===== src/rtl/disp_scan_ctrl.sv =====
// rtl/disp_scan_ctrl.sv - multiplexed 4-digit display scanner with frame-synchronous shadow load
// Every output is a flop fed from next-state values, so outputs line up with the current FSM state.

module disp_scan_ctrl #(
  parameter int DIV = 1000,
  parameter int GAP = 4
) (
  input  logic        clk,
  input  logic        rst_n,
  input  logic        load,
  input  logic [15:0] din,
  input  logic [3:0]  blank_mask,
  output logic [3:0]  digit_data,
  output logic [3:0]  digit_sel_n,
  output logic        load_ack,
  output logic        pending
);

  localparam int CMAX = (DIV > GAP) ? DIV : GAP;
  localparam int CW   = (CMAX > 1) ? $clog2(CMAX) : 1;
  localparam logic [CW-1:0] DIV_LAST = CW'(DIV - 1);
  localparam logic [CW-1:0] GAP_LAST = CW'(GAP - 1);

  typedef enum logic {ST_SHOW, ST_GAP} state_t;

  state_t        state_q, state_d;
  logic [CW-1:0] cnt_q, cnt_d;
  logic [1:0]    idx_q, idx_d;
  logic [15:0]   disp_q, disp_d;
  logic [15:0]   shadow_q, shadow_d;
  logic          pending_q, pending_d;
  logic          ack_q, ack_d;
  logic [3:0]    data_q, data_d;
  logic [3:0]    sel_q, sel_d;
  logic          boundary;

  always_comb begin
    state_d   = state_q;
    cnt_d     = cnt_q + CW'(1);
    idx_d     = idx_q;
    disp_d    = disp_q;
    shadow_d  = shadow_q;
    pending_d = pending_q;
    ack_d     = 1'b0;
    boundary  = 1'b0;

    if (state_q == ST_SHOW) begin
      if (cnt_q == DIV_LAST) begin
        state_d = ST_GAP;
        cnt_d   = '0;
      end
    end else begin
      if (cnt_q == GAP_LAST) begin
        state_d  = ST_SHOW;
        cnt_d    = '0;
        idx_d    = idx_q + 2'd1;
        boundary = (idx_q == 2'd3);
      end
    end

    // Apply the old shadow first so a load on the boundary cycle stays pending for the next frame.
    if (boundary && pending_q) begin
      disp_d    = shadow_q;
      pending_d = 1'b0;
      ack_d     = 1'b1;
    end
    if (load) begin
      shadow_d  = din;
      pending_d = 1'b1;
    end

    sel_d  = 4'b1111;
    data_d = data_q;
    if (state_d == ST_SHOW) begin
      data_d = disp_d[{idx_d, 2'b00} +: 4];
      if (!blank_mask[idx_d]) begin
        sel_d[idx_d] = 1'b0;
      end
    end
  end

  always_ff @(posedge clk or negedge rst_n) begin
    if (!rst_n) begin
      state_q   <= ST_GAP;
      cnt_q     <= '0;
      idx_q     <= 2'd3;
      disp_q    <= 16'h0000;
      shadow_q  <= 16'h0000;
      pending_q <= 1'b0;
      ack_q     <= 1'b0;
      data_q    <= 4'h0;
      sel_q     <= 4'b1111;
    end else begin
      state_q   <= state_d;
      cnt_q     <= cnt_d;
      idx_q     <= idx_d;
      disp_q    <= disp_d;
      shadow_q  <= shadow_d;
      pending_q <= pending_d;
      ack_q     <= ack_d;
      data_q    <= data_d;
      sel_q     <= sel_d;
    end
  end

  assign digit_data  = data_q;
  assign digit_sel_n = sel_q;
  assign load_ack    = ack_q;
  assign pending     = pending_q;

endmodule


===== config.mk =====
export PLATFORM = sky130hd
export DESIGN_NAME = disp_scan_ctrl
export DESIGN_NICKNAME = d
export VERILOG_FILES = /design/src/rtl/disp_scan_ctrl.sv
export SDC_FILE = /design/constraint.sdc
export NUM_CORES = 1
export LEC_CHECK = 0
export CELL_PAD_IN_SITES_DETAIL_PLACEMENT = 1
export CELL_PAD_IN_SITES_GLOBAL_PLACEMENT = 1
export CORE_MARGIN = 1
export CORE_UTILIZATION = 40
export CTS_CLUSTER_SIZE = 25
export DETAILED_ROUTE_END_ITERATION = 6
export HOLD_SLACK_MARGIN = 0.1
export PLACE_DENSITY = 0.81
export SLEW_MARGIN = 20
export SYNTH_ARGS = -nofsm -noshare
export SYNTH_HDL_FRONTEND = slang
export SYNTH_SLANG_ARGS = --single-unit

===== constraint.sdc =====
create_clock -name clk -period 2.25 [get_ports clk]
set_input_delay 0.5625 -clock clk [delete_from_list [all_inputs] [get_ports clk]]
set_output_delay 0.5625 -clock clk [all_outputs]
set_load 0.05 [all_outputs]

==> metrics <==
status=finished, final reports clean; peak fanout along the critical path=1; CTS tree=yes; worst path arrival time=around 1.6 ns; Worst-Margin Slew=around 0.56 ns; Synth Net Count=~200; GRT Resource Usage Total=0.1755; CTS sink count=55; Vias/cell=5.382; Startpoint Class=flip-flop; slowest stage cell, crit path=clkdlybuf4s50_1; clk root buf=clkbuf_8; largest net degree at the start of global routing=36; ratio of final minimum period to clock period=0.9768; synthesized area per cell=13.17 um^2; Starting Density=0.4207; PD cells=a little under 600 nW/um^2; commonest non-fill, non-tap cells in the layout=48 x dfrtp_1, 31 x clkdlybuf4s50_1, 29 x mux2_2; CTS Buf Count=5; setup TNS=0 ns; total grt overflow=0; Die Ht=~79 um; Synth area leaders=dfrtp_1 51%, mux2_2 14%, dfstp_2 7.8%; vias=about 1,600; share of cells above drive strength 1=0.3032; worst hold slack=0.2045 ns; Boundary Pins=33; Post-route DRC=0; number of diodes=0; Slew Limit Headroom=0.6265; port bufs=32; DP Wirelength=3575 um; Syn. warnings=0; Core Area=between 5000 and 6000 um^2; Pre-antenna DRT Iters=4; total power=1701 uW; worst vdd ir=0.3609 mV; max cap viols=0; Post-synth EDFFs=0; Area Growth Syn to Fin=23.85%; crit path cell chain=clkdlybuf4s50_1; post-route minimum period=between 2 and 2.5 ns; number of global-route vias before repair=around 1,700; Synth Cell Area=around 2300 um^2; largest stage delay on the critical path=0.79 ns; Fin Clk Skew=0.01148 ns; distinct cell type count after synthesis=32; Leakage=0.001264 uW; post-layout util=0.5210; Yosys reg bits=between 50 and 60; worst path bufs/invs=1; initial DRC count=58; max frequency=455.0 MHz; first-pass GRT wire length=~8200 um; Worst setup EP type=output port; Rows=27; initial antenna violation count=0; Hold-fix buffers, CTS=0; Req. time, crit path=between 1.5 and 2 ns; Clock transition at path regs=between 0.1 and 0.15 ns; final hold vios=0; Total Die Area=around 6200 um^2; Max Buffers Root-to-Sink=2; placer congestion estimate=a little over 0.8; Post-Syn Instances=between 150 and 200; die width=~79 um; final WL=4968 um; Yosys top cell by area=dfrtp_1; filler instances=around 600; # nets final=245; commonest non-fill, non-tap cell in the layout=dfrtp_1; worst min path class=in2async; Clock Latency Late Sink=0.32 ns; Max Slew Vio Count=0; share of the synthesized area in the top cell type=0.5123; H-Tree Depth=2; final setup violation count=0; Post-synth top flop=dfrtp_1; DR WL/cell=roughly 17 um; Post-synth ARST share=1.000; CP Class=reg2out; Top delay family on crit path=buffers and inverters; antenna viol nets, final=0; Seq/Total Area, Yosys=0.5907
-- routing by layer --
metal  global-route usage  vias to the layer above  part of all wire
met5                    0                        -                 0
met4              0.08704                        0             0.020
li1                     -                      722                 -
met1               0.2254                      806              0.44
met3              0.03953                       11             0.034
met2               0.2783                       38              0.50
-- power by group --
part           total (uW)  internal [uW]  leakage (uW)  switching (uW)
clock                 559            225     0.0000418             334
sequential           1030           1020      0.000688            16.2
combinational         107           64.5      0.000535            42.7
total                1700           1310       0.00126             393
-- final cells by class --
| cell class | instances | area, um^2 | share of cell area |
|---|---|---|---|
| inverter | 4 | 15.01 | 0.005170 |
| tap | 72 | 90.09 | 0.03102 |
| multi-input combinational | 113 | 929.6 | 0.3201 |
| clock inverter | 2 | 16.27 | 0.005601 |
| timing repair buffer | 41 | 395.4 | 0.1361 |
| sequential | 55 | 1385 | 0.4769 |
| clock buffer | 6 | 72.57 | 0.02499 |
-- per-stage QoR --
stage               cell area, um^2  setup slack, ns  std cells
floorplan                      2345           0.3009        178
global placement               2778           0.1344        283
CTS                            2867          0.01325        291
detailed placement             2778          0.02548        283
finish                         2904          0.05227        293
global route                   2904         -0.01422        293
-- worst paths after layout --
| check | start | to | slack [ns] | depth (start not counted) |
|---|---|---|---|---|
| max | digit_sel_n[2] | digit_sel_n[2] | 0.05 | 1 |
| min | rst_n | disp_q[7] | 0.20 | 1 |
| max reg2reg | idx_q[0] | digit_data[2] | 0.12 | 7 |
| min reg2reg | cnt_q[0] | cnt_q[0] | 0.47 | 1 |
| max in group asynchronous | rst_n | digit_sel_n[1] | 1.43 | 2 |
| min in group clk | cnt_q[0] | cnt_q[0] | 0.47 | 1 |
-- kinds of logic after synthesis --
kind of cell               share of synthesized area
buffers and inverters                        0.02241
DFF                                           0.5907
and+or+nand+nor                               0.1217
adders and majority gates                    0.01067
AOI/OAI and AO/OA                            0.06243
muxes                                         0.1585
xor gates and xnor gates                     0.03362
-- flip-flops by register name, summed over array words and instances, names as in the netlist --
name / cells
pending: 1
load_ack: 1
state_q: 1
digit_sel_n: 4
digit_data: 4
idx_q: 2
cnt_q: 10
shadow_q: 16
disp_q: 16
-- repair_timing --
item / CTS / global route
setup buffers: 0 / 2
setup endpoints to repair: 0 / 8
resized for setup: 0 / 4
-- synthesized netlist by cell type (2+ instances only) --
library cell  number
dfrtp_1           48
mux2_2            29
nor2_1            19
a22oi_1            9
dfstp_2            7
nand2_1            7
xnor2_1            7
nand4_1            6
a31oi_1            5
clkbuf_1           4
inv_1              4
nand3_1            4
mux2_4             3
a22o_1             2
and3_2             2
buf_6              2
ha_1               2
o22ai_1            2
or2_2              2
xor2_1             2
Power figures use the tool's default switching activity.
